--- config.mk ---
export PLATFORM = sky130hd
export DESIGN_NAME = sccb_target
export DESIGN_NICKNAME = d
export VERILOG_FILES = /design/src/rtl/sccb_pkg.sv /design/src/rtl/sccb_line_sync.sv /design/src/rtl/sccb_target.sv
export SDC_FILE = /design/constraint.sdc
export NUM_CORES = 2
export LEC_CHECK = 0
export BUFFER_PORTS_ARGS = -buffer_cell sky130_fd_sc_hd__buf_2
export CAP_MARGIN = 20
export CORE_MARGIN = 8
export CORE_UTILIZATION = 34
export DETAILED_ROUTE_END_ITERATION = 12
export GPL_TIMING_DRIVEN = 1
export SETUP_SLACK_MARGIN = 0.4
export SLEW_MARGIN = 20
export SYNTH_ARGS = -nofsm -noshare
export SYNTH_HDL_FRONTEND = slang
export SYNTH_SLANG_ARGS = --single-unit
--- constraint.sdc ---
create_clock -name clk -period 4.8 [get_ports clk]
set_input_delay 0.96 -clock clk [delete_from_list [all_inputs] [get_ports clk]]
set_output_delay 0.96 -clock clk [all_outputs]
set_load 0.05 [all_outputs]
--- src/rtl/sccb_pkg.sv ---
// Shared definitions for the SCCB write target.
//  - state_t and the S_* constants: FSM state encoding.
//  - ACK_LVL: line level the target presents in an ack slot.
//  - DEFAULT_DEV_ID: default 8-bit write address.
//  - pull_for(): converts a wanted line level into the open-drain pull-down enable.
package sccb_pkg;

  localparam logic [7:0] DEFAULT_DEV_ID = 8'h42;
  localparam logic       ACK_LVL        = 1'b0;

  typedef logic [3:0] state_t;

  localparam state_t S_IDLE      = 4'd0;
  localparam state_t S_DEV       = 4'd1;
  localparam state_t S_DEV_ACK   = 4'd2;
  localparam state_t S_REG       = 4'd3;
  localparam state_t S_REG_ACK   = 4'd4;
  localparam state_t S_DATA      = 4'd5;
  localparam state_t S_DATA_ACK  = 4'd6;
  localparam state_t S_RD_DATA   = 4'd7;
  localparam state_t S_RD_ACK    = 4'd8;
  localparam state_t S_WAIT_STOP = 4'd9;

  // The line is open-drain: a low level is made by pulling, a high level by releasing.
  function automatic logic pull_for(input logic lvl);
    return (lvl == 1'b0);
  endfunction

endpackage

--- src/rtl/sccb_line_sync.sv ---
// Synchronizes the SCCB pad signals into clk and derives the bus events.
// Ports:
//  clk, reset_n         system clock, async active-low reset
//  sioc, siod_in        raw pad inputs
//  siod_s               synchronized data level
//  sioc_rise, sioc_fall one-clk pulses on synchronized clock edges
//  start, stop          one-clk pulses: data falls / rises while clock is high
module sccb_line_sync #(
  parameter int SYNC_STAGES = 2
) (
  input  logic clk,
  input  logic reset_n,
  input  logic sioc,
  input  logic siod_in,
  output logic siod_s,
  output logic sioc_rise,
  output logic sioc_fall,
  output logic start,
  output logic stop
);

  logic [SYNC_STAGES-1:0] sioc_sync_q, sioc_sync_d;
  logic [SYNC_STAGES-1:0] siod_sync_q, siod_sync_d;
  logic                   sioc_prev_q, sioc_prev_d;
  logic                   siod_prev_q, siod_prev_d;
  logic                   sioc_s;

  assign sioc_s = sioc_sync_q[SYNC_STAGES-1];
  assign siod_s = siod_sync_q[SYNC_STAGES-1];

  always_comb begin
    sioc_sync_d = {sioc_sync_q[SYNC_STAGES-2:0], sioc};
    siod_sync_d = {siod_sync_q[SYNC_STAGES-2:0], siod_in};
    sioc_prev_d = sioc_s;
    siod_prev_d = siod_s;
  end

  // Idle bus is pulled high, so every stage resets to 1 to avoid a false edge after reset.
  // NOTE: sequential state uses non-blocking assignments so every flop samples pre-edge values.
  always_ff @(posedge clk or negedge reset_n) begin
    if (!reset_n) begin
      sioc_sync_q <= '1;
      siod_sync_q <= '1;
      sioc_prev_q <= 1'b1;
      siod_prev_q <= 1'b1;
    end else begin
      sioc_sync_q <= sioc_sync_d;
      siod_sync_q <= siod_sync_d;
      sioc_prev_q <= sioc_prev_d;
      siod_prev_q <= siod_prev_d;
    end
  end

  assign sioc_rise = sioc_s & ~sioc_prev_q;
  assign sioc_fall = ~sioc_s & sioc_prev_q;
  // Clock must be high on both samples so a data change racing a clock edge is not misread.
  assign start = sioc_s & sioc_prev_q & ~siod_s & siod_prev_q;
  assign stop  = sioc_s & sioc_prev_q & siod_s & ~siod_prev_q;

endmodule

--- src/rtl/sccb_target.sv ---
// SCCB/I2C write target: decodes {id, reg, value...} writes into a 256x8 register file
// and ACKs every accepted byte. Optional read support is enabled by defining SCCB_READ_EN.
// Ports:
//  clk, reset_n       system clock (>= 8x sioc), async active-low reset
//  sioc, siod_in      SCCB clock and data as seen on the pads
//  siod_oe            1 = pull siod low (pad: siod = siod_oe ? 1'b0 : 1'bz)
//  wr_valid           one-clk pulse per register write, with wr_addr / wr_data
//  busy               high while this target is addressed, until STOP
//  host_addr          local read port address
//  host_data          mem[host_addr], registered (1-clk latency)
module sccb_target
  import sccb_pkg::*;
#(
  parameter logic [7:0] DEV_ID      = DEFAULT_DEV_ID,
  parameter int         SYNC_STAGES = 2
) (
  input  logic       clk,
  input  logic       reset_n,
  input  logic       sioc,
  input  logic       siod_in,
  output logic       siod_oe,
  output logic       wr_valid,
  output logic [7:0] wr_addr,
  output logic [7:0] wr_data,
  output logic       busy,
  input  logic [7:0] host_addr,
  output logic [7:0] host_data
);

  logic siod_s, sioc_rise, sioc_fall, start, stop;

  sccb_line_sync #(.SYNC_STAGES(SYNC_STAGES)) u_line_sync (
    .clk       (clk),
    .reset_n   (reset_n),
    .sioc      (sioc),
    .siod_in   (siod_in),
    .siod_s    (siod_s),
    .sioc_rise (sioc_rise),
    .sioc_fall (sioc_fall),
    .start     (start),
    .stop      (stop)
  );

  state_t     state_q, state_d;
  logic [2:0] bit_cnt_q, bit_cnt_d;
  logic [7:0] shift_q, shift_d;
  logic [7:0] reg_ptr_q, reg_ptr_d;
  logic       siod_oe_q, siod_oe_d;
  logic       busy_q, busy_d;
  logic       wr_valid_q, wr_valid_d;
  logic [7:0] wr_addr_q, wr_addr_d;
  logic [7:0] wr_data_q, wr_data_d;
  logic [7:0] host_data_q;
  logic [7:0] mem_q [256];
  logic       mem_we;
  logic [7:0] byte_in, next_ptr;
`ifdef SCCB_READ_EN
  logic       rd_q, rd_d;
`endif

  assign byte_in  = {shift_q[6:0], siod_s};
  assign next_ptr = reg_ptr_q + 8'd1;

  always_comb begin
    // NOTE: every always_comb output gets a default first so no path leaves it unassigned (no latch).
    state_d    = state_q;
    bit_cnt_d  = bit_cnt_q;
    shift_d    = shift_q;
    reg_ptr_d  = reg_ptr_q;
    siod_oe_d  = siod_oe_q;
    busy_d     = busy_q;
    wr_valid_d = 1'b0;
    wr_addr_d  = wr_addr_q;
    wr_data_d  = wr_data_q;
    mem_we     = 1'b0;
`ifdef SCCB_READ_EN
    rd_d       = rd_q;
`endif
    if (stop) begin
      state_d   = S_IDLE;
      bit_cnt_d = 3'd0;
      siod_oe_d = 1'b0;
      busy_d    = 1'b0;
    end else if (start) begin
      state_d   = S_DEV;
      bit_cnt_d = 3'd0;
      siod_oe_d = 1'b0;
    end else begin
      case (state_q)
        S_IDLE: ;
        S_DEV: if (sioc_rise) begin
          shift_d   = byte_in;
          bit_cnt_d = bit_cnt_q + 3'd1;
          if (bit_cnt_q == 3'd7) begin
            if (byte_in == DEV_ID) begin
              state_d = S_DEV_ACK;
              busy_d  = 1'b1;
`ifdef SCCB_READ_EN
              rd_d    = 1'b0;
            end else if (byte_in == (DEV_ID | 8'h01)) begin
              state_d = S_DEV_ACK;
              busy_d  = 1'b1;
              rd_d    = 1'b1;
`endif
            end else begin
              state_d = S_WAIT_STOP;
              busy_d  = 1'b0;
            end
          end
        end
        // Ack slots: the first fall starts driving, the second fall ends the slot.
        // siod_oe_q itself marks which half of the slot we are in.
        S_DEV_ACK: if (sioc_fall) begin
          if (!siod_oe_q) begin
            siod_oe_d = pull_for(ACK_LVL);
          end else begin
            siod_oe_d = 1'b0;
            state_d   = S_REG;
`ifdef SCCB_READ_EN
            if (rd_q) begin
              // The first data bit goes out on the same fall that ends the ack.
              state_d   = S_RD_DATA;
              shift_d   = mem_q[reg_ptr_q];
              siod_oe_d = pull_for(mem_q[reg_ptr_q][7]);
            end
`endif
          end
        end
        S_REG: if (sioc_rise) begin
          shift_d   = byte_in;
          bit_cnt_d = bit_cnt_q + 3'd1;
          if (bit_cnt_q == 3'd7) begin
            reg_ptr_d = byte_in;
            state_d   = S_REG_ACK;
          end
        end
        S_REG_ACK: if (sioc_fall) begin
          if (!siod_oe_q) begin
            siod_oe_d = pull_for(ACK_LVL);
          end else begin
            siod_oe_d = 1'b0;
            state_d   = S_DATA;
          end
        end
        S_DATA: if (sioc_rise) begin
          shift_d   = byte_in;
          bit_cnt_d = bit_cnt_q + 3'd1;
          if (bit_cnt_q == 3'd7) state_d = S_DATA_ACK;
        end
        // The byte is committed on the fall that starts its ACK.
        S_DATA_ACK: if (sioc_fall) begin
          if (!siod_oe_q) begin
            siod_oe_d  = pull_for(ACK_LVL);
            mem_we     = 1'b1;
            wr_valid_d = 1'b1;
            wr_addr_d  = reg_ptr_q;
            wr_data_d  = shift_q;
            reg_ptr_d  = next_ptr;
          end else begin
            siod_oe_d = 1'b0;
            state_d   = S_DATA;
          end
        end
`ifdef SCCB_READ_EN
        S_RD_DATA: begin
          if (sioc_fall) siod_oe_d = pull_for(shift_q[7]);
          if (sioc_rise) begin
            shift_d   = {shift_q[6:0], 1'b0};
            bit_cnt_d = bit_cnt_q + 3'd1;
            if (bit_cnt_q == 3'd7) state_d = S_RD_ACK;
          end
        end
        S_RD_ACK: begin
          if (sioc_fall) siod_oe_d = 1'b0;
          if (sioc_rise) begin
            if (siod_s == ACK_LVL) begin
              reg_ptr_d = next_ptr;
              shift_d   = mem_q[next_ptr];
              state_d   = S_RD_DATA;
            end else begin
              state_d = S_WAIT_STOP;
            end
          end
        end
`endif
        S_WAIT_STOP: siod_oe_d = 1'b0;
        default: begin
          state_d   = S_IDLE;
          siod_oe_d = 1'b0;
        end
      endcase
    end
  end

  always_ff @(posedge clk or negedge reset_n) begin
    if (!reset_n) begin
      state_q    <= S_IDLE;
      bit_cnt_q  <= 3'd0;
      shift_q    <= 8'h00;
      reg_ptr_q  <= 8'h00;
      siod_oe_q  <= 1'b0;
      busy_q     <= 1'b0;
      wr_valid_q <= 1'b0;
      wr_addr_q  <= 8'h00;
      wr_data_q  <= 8'h00;
`ifdef SCCB_READ_EN
      rd_q       <= 1'b0;
`endif
    end else begin
      state_q    <= state_d;
      bit_cnt_q  <= bit_cnt_d;
      shift_q    <= shift_d;
      reg_ptr_q  <= reg_ptr_d;
      siod_oe_q  <= siod_oe_d;
      busy_q     <= busy_d;
      wr_valid_q <= wr_valid_d;
      wr_addr_q  <= wr_addr_d;
      wr_data_q  <= wr_data_d;
`ifdef SCCB_READ_EN
      rd_q       <= rd_d;
`endif
    end
  end

  // NOTE: the register file must read 8'h00 after reset, so it is a flop array with reset, not a RAM macro.
  always_ff @(posedge clk or negedge reset_n) begin
    if (!reset_n) begin
      for (int i = 0; i < 256; i++) mem_q[i] <= 8'h00;
      host_data_q <= 8'h00;
    end else begin
      if (mem_we) mem_q[reg_ptr_q] <= shift_q;
      // Reads the pre-write value when a write to the same address lands in this cycle.
      host_data_q <= mem_q[host_addr];
    end
  end

  assign siod_oe   = siod_oe_q;
  assign busy      = busy_q;
  assign wr_valid  = wr_valid_q;
  assign wr_addr   = wr_addr_q;
  assign wr_data   = wr_data_q;
  assign host_data = host_data_q;

endmodule
=== Word-level counts from Yosys, hierarchy flattened ===
Index checks and enable logic that the tools add are counted.

* Flip-flop bits (word level): 2104
* Input bits: 12
* Output and inout port bits: 27
* Word-level logic and storage cells: 382

* Add/sub/neg operators: 2
* Magnitude comparators: 3
* Equality and inequality tests: 27
* Multiplexer cells: 44
* Bitwise logic cells: 16
* Reduce and logical (&&, ||, !) cells: 20

{| class="wikitable"
|+ Operators by type and width
! operator !! count
|-
| bitwise mux 2048 bit || 1
|-
| binary-select mux 8 bit (select 8 bit) || 1
|-
| demux 8 bit (select 8 bit) || 1
|-
| two-way mux 8 bit || 7
|-
| two-way mux 4 bit || 13
|-
| inequality test 4 bit (second input constant) || 8
|-
| case mux 4 bit (6 select lines) || 1
|-
| greater-or-equal comparator 9 bit (second input constant) || 2
|-
| inverter 8 -> 9 bit || 2
|-
| case mux 8 bit (2 select lines) || 1
|-
| two-way mux 1 bit || 14
|-
| == test 4 x 3 -> 1 bit (second input constant) || 3
|-
| two-way mux 3 bit || 4
|-
| inequality test 4 x 1 -> 1 bit (second input constant) || 3
|-
| AND reduction 11 bit || 1
|-
| < comparator 9 x 1 -> 1 bit (second input constant) || 1
|-
| adder 8 x 1 -> 8 bit (second input constant) || 1
|-
| == test 4 x 2 -> 1 bit (second input constant) || 2
|-
| == test 8 x 7 -> 1 bit (second input constant) || 1
|-
| inequality test 2 bit (second input constant) || 4
|-
| AND reduction 4 bit || 2
|-
| nonzero test 2 bit || 4
|-
| bitwise AND 1 bit || 7
|-
| inverter 1 bit || 7
|-
| other kinds (16) || 21
|}

=== Logic depth before layout (Yosys ltp) ===
* Depth after elaboration: 7
* Depth in mapped cells: 11
* Mapped depth without buffers: 8

=== Hierarchy ===
From an unflattened synthesis, not the netlist that was laid out.

* Cells, all modules: 6200
* Area total of the unflattened synthesis: 97674.9 sq um

{| class="wikitable"
|+ By module, submodules not included
! module !! times used !! cells an instance !! area each (sq um)
|-
| sccb_target || 1 || 6190 || 97484.7
|-
| sccb_line_sync || 1 || 10 || 190.2
|}

=== Least setup slack after synthesis ===
No wires, ideal clock.

* Path kind: input to register
* Start: input host_addr[0]
* End: register host_data_q[0] (netlist: host_data[0])
* Setup time: 0.129 ns
* Data arrival time: 2.829 ns
* Required time: 4.671 ns
* Slack: 1.841 ns
* Cell stages on the path: 9
* Cells stage by stage: buf_2 buf_4 buf_6 buf_2 mux4_2 a221oi_1 o22ai_1 nor3_1 a211oi_1

* Cells in the longest elaborated chain, start to end: 4

{| class="wikitable"
|+ Ends and longest elaborated chain
! element !! line !! RTL
|-
| start: declaration || sccb_target.sv:26 || <nowiki>input logic [7:0] host_addr,</nowiki>
|-
| inverter 8 -> 9 bit (implied by the code) || sccb_target.sv:233 || <nowiki>host_data_q <= mem_q[host_addr];</nowiki>
|-
| binary-select mux 8 bit (select 8 bit) || sccb_target.sv:233 ||
|-
| two-way mux 8 bit (implied by the code) (2 in series) || sccb_target.sv:233 ||
|-
| end signal: assignment || sccb_target.sv:233 ||
|-
| end: declaration || sccb_target.sv:53 || <nowiki>logic [7:0] host_data_q;</nowiki>
|}

No other way between the ends. The select of a mux whose other input is x is not followed.
A chain may end at the register's enable or synchronous reset.

=== Final worst setup path ===
* Start: register state_q[0]
* End: register mem_q[677] (netlist name)

* Cells in the longest elaborated chain, start to end: 4

{| class="wikitable"
|+ Ends and longest elaborated chain
! element !! line !! RTL
|-
| start: declaration || sccb_target.sv:44 || <nowiki>state_t state_q, state_d;</nowiki>
|-
| start signal: assignment || sccb_target.sv:210 || <nowiki>state_q <= state_d;</nowiki>
|-
| == test 4 x 3 -> 1 bit || sccb_target.sv:89 || <nowiki>case (state_q)</nowiki>
|-
| two-way mux 1 bit || sccb_target.sv:89 ||
|-
| two-way mux 1 bit || sccb_target.sv:84 || <nowiki>end else if (start) begin</nowiki>
|-
| two-way mux 1 bit || sccb_target.sv:79 || <nowiki>if (stop) begin</nowiki>
|-
| end signal: indexed assignment || sccb_target.sv:231 || <nowiki>if (mem_we) mem_q[reg_ptr_q] <= shift_q;</nowiki>
|-
| end: declaration || sccb_target.sv:54 || <nowiki>logic [7:0] mem_q [256];</nowiki>
|}

No other way between the ends.

==> impl_metrics.py <==
metrics = {
    "critical_path": {
        "crit_type": "reg -> reg",
        "r2r_cells": 6,
        "regToRegSetupSlack_ns": 0.84,
        "reg2reg_from": "state_q[0]",
        "crit_path_end_kind": "flip-flop",
        "cp.required_ns": 5.55,
        "r2r_end": "mem_q[677]",
        "cp.arrival_ns": 4.71,
        "cp-start-kind": "flip-flop",
        "cp_max_fo": 16,
    },
    "timing": {
        "fin_skew_ns": 0.0740,
        "drv_slew": 0,
        "layout_min_cycle_time_ns": 3.96,
        "relSlewSlack_pct": 9.94,
        "rsz0062_at_grt": "no",
        "finalSetupTns_ns": 0,
        "min_period_over_period_pct": 82.6,
        "layout_setup_ws_ns": 0.836,
        "hold_viol": 0,
        "setup_viol": 0,
        "max_freq_mhz": 252,
        "worst_pin_slew_ns": 1.35,
    },
    "global_route": {
        "grt_pass1_wl_um": 413000,
        "grt.total_usage_pct": 17.6,
        "use_met1_pct": 24.1,
        "grtUsageMet2_pct": 28.6,
        "grt-ovfl-total": 0,
        "grt_start_max_net_pins": 185,
        "grtUsageMet3_pct": 2.78,
        "grt_pass1_vias": 59100,
        "busiest_layer": "met2",
        "antenna_found_initial": 5,
    },
    "worst_hold_path": {
        "hold-path-cell-count": 1,
        "min_from": "siod_in",
        "hold_path_class": "in -> reg",
        "hold_end": "u_line_sync.siod_sync_q[0]",
    },
    "placed_design": {
        "io_buffers": 38,
        "gp_congestion": 0.822,
        "dp_hpwl_um": 176000,
        "pre_cts_ws_ns": 0.143,
    },
    "power": {
        "leakagePower_nw": 54.0,
        "internal_power_mw": 28.6,
        "clockPowerShare_pct": 44.9,
        "p_switching_mw": 10.7,
        "pwr_density_cell_nw_per_um2": 354,
        "power_frac_comb_pct": 8.4,
        "power_frac_seq_pct": 46.7,
        "peakVddDrop_v": 0.000438,
        "switching_share_pct": 27.2,
    },
    "clocking": {
        "path_clk_slew_ns": 0.06,
        "clk_path_buf_depth": 3,
        "cts_made_buffers": 219,
        "cts.sinks": 2104,
        "cts_root_buf": "clkbuf_16",
        "tritoncts": "built",
        "cts_max_level": 4,
        "cts-resized-gates": 0,
        "clk_latency_ns": 0.89,
    },
    "synthesis": {
        "synth_top_cell_area_share_pct": 53.5,
        "synthesis.area_um2": 98200,
        "synth_edf_count": 0,
        "yosys_register_bits": 2104,
        "synth_cells": 6190,
        "seq_area_frac_synth_pct": 53.6,
        "yosysTopAreaCell": "dfrtp_1",
        "async_flop_share_pct": 100,
        "yosysWarnings": 0,
        "synth_ff_type": "dfrtp_1",
        "syn_nets": 6208,
        "syn_avg_cell_area_um2": 15.9,
        "synth.area.top_cells": "dfrtp_1 53%, mux2_2 22%, mux4_2 10%, nor2_8 2.7%, mux2_4 1.3%",
        "synth.distinct_cells": 69,
    },
    "routing": {
        "ant_nets": 0,
        "wl_per_cell_um": 26.9,
        "drt_wl_total_um": 274000,
        "firstDrtPassIters": 7,
        "route.detailed.drc": 0,
        "drtIter0Drc": 3770,
        "num_vias": 55600,
        "via_per_inst": 5.47,
    },
    "cells_and_area": {
        "nFillCells": 26300,
        "nets": 6218,
        "layout_common_cells": "2,090 x dfrtp_1, 1,907 x mux2_2, 453 x mux4_2",
        "drive_above_1_share_pct": 52.8,
        "syn2layout_area_growth_pct": 12.9,
        "mostFrequentLayoutCell": "dfrtp_1",
    },
    "die": {
        "row_count": 197,
        "io-pin-count": 39,
        "initial_core_util_pct": 34.1,
        "die_area_um2": 306000,
        "die_y_um": 553,
        "coreArea_um2": 288000,
        "die_x_um": 553,
    },
    "outcome": {
        "status": "finished, final reports clean",
    },
    "flow_run": {
        "drv_cap": 0,
    },
}
==> power by group through the flow <==
stage	clock network, mW	logic, mW	registers, mW
finish	17.6	3.31	18.3
global route	18.7	3.55	18.3
CTS	18.0	3.34	18.3
detailed placement	0	3.33	18.6
global placement	0	3.26	18.6
floorplan	0	1.94	18.1
==> cell families after synthesis <==
logic type / count (synthesis) / share of synthesized area (%)
AND/OR/NAND/NOR: 488 / 4.95
XOR/XNOR: 1 / 0.00892
AO/OA/AOI/OAI: 475 / 3.42
multiplexers: 2630 / 35.5
adder cells (fa/ha/maj): 6 / 0.0764
buffers and inverters: 486 / 2.39
flip-flops: 2104 / 53.6
==> flip-flops by register name, indices dropped and copies added (netlist names) <==
register	flops
u_line_sync.sioc_sync_q	2
shift_q	8
wr_addr	8
wr_data	8
u_line_sync.siod_prev_q	1
u_line_sync.siod_sync_q	2
siod_oe	1
state_q	4
reg_ptr_q	8
host_data	8
bit_cnt_q	3
busy	1
wr_valid	1
mem_q	2048
u_line_sync.sioc_prev_q	1
==> through the flow <==
stage          cell area, um^2  hold slack [ns]  power, mW  cells  util [%]
3_3_place_gp            103000            0.347       21.9   9759      35.9
2_1_floorplan            98200            0.345       20.1   6190         -
5_1_grt                 111000            0.157       40.6  10200      38.5
6_report                111000            0.206       39.3  10200      38.5
4_1_cts                 111000            0.124       39.7  10200      38.5
3_5_place_dp            103000            0.347       22.0   9759      35.9
==> worst max-delay path, cell delays in order, from the launching register on <==
cell and delay [ns]:
dfrtp_1 0.50, or2_1 0.30, or2_1 0.49, nor2_8 0.55, nand3_4 0.71, nor2_2 0.82
mux2_2 0.41
==> Yosys cell counts, types with 15 or more instances <==
cell type / number
a21oi_1: 98
a221oi_1: 41
a22o_1: 44
a22oi_1: 127
buf_2: 67
buf_4: 42
buf_6: 15
clkbuf_1: 330
dfrtp_1: 2098
mux2_1: 74
mux2_2: 1907
mux2_4: 88
mux2i_1: 108
mux4_2: 453
nand2_1: 59
nand3_1: 29
nor2_1: 24
nor2_2: 96
nor2_4: 16
nor2_8: 131
nor2b_1: 15
nor3_1: 31
o21ai_0: 42
o221ai_1: 33
o22ai_1: 34
==> layout make-up <==
cell class / count / area, um^2 / share of cell area [%]
Clock inverter: 85 / 1170 / 1.05
Inverter: 7 / 26.3 / 0.0237
Antenna cell: 4 / 10.0 / 0.00903
Timing Repair Buffer: 268 / 2590 / 2.34
Sequential cell: 2104 / 52700 / 47.5
Clock buffer: 317 / 6360 / 5.74
Tap cell: 3781 / 4730 / 4.27
Multi-Input combinational cell: 3600 / 43300 / 39.0
==> worst max path at each step <==
stage | slack, ns | end | cells past startpoint | startpoint
3_5_place_dp | 0.14 | host_data[6] | 8 | host_addr[0]
3_3_place_gp | 0.13 | host_data[6] | 8 | host_addr[0]
4_1_cts | 0.84 | mem_q[672] | 6 | state_q[0]
6_report | 0.84 | mem_q[677] | 6 | state_q[0]
5_1_grt | 0.70 | mem_q[675] | 6 | state_q[0]
2_1_floorplan | 1.84 | host_data[0] | 9 | host_addr[0]
==> layer usage <==
layer	vias to the layer above	share of wire (%)
li1	23300	-
met1	30700	44
met2	1219	48
met3	413	4.4
met4	0	3.6
met5	-	0
==> what timing repair did <==
action / CTS / global route
endpoints found under the hold margin: 13 / 0
buffers inserted: 0 / 0
hold buffers: 1 / 0
No activity file was read; power rests on OpenSTA's default activity.
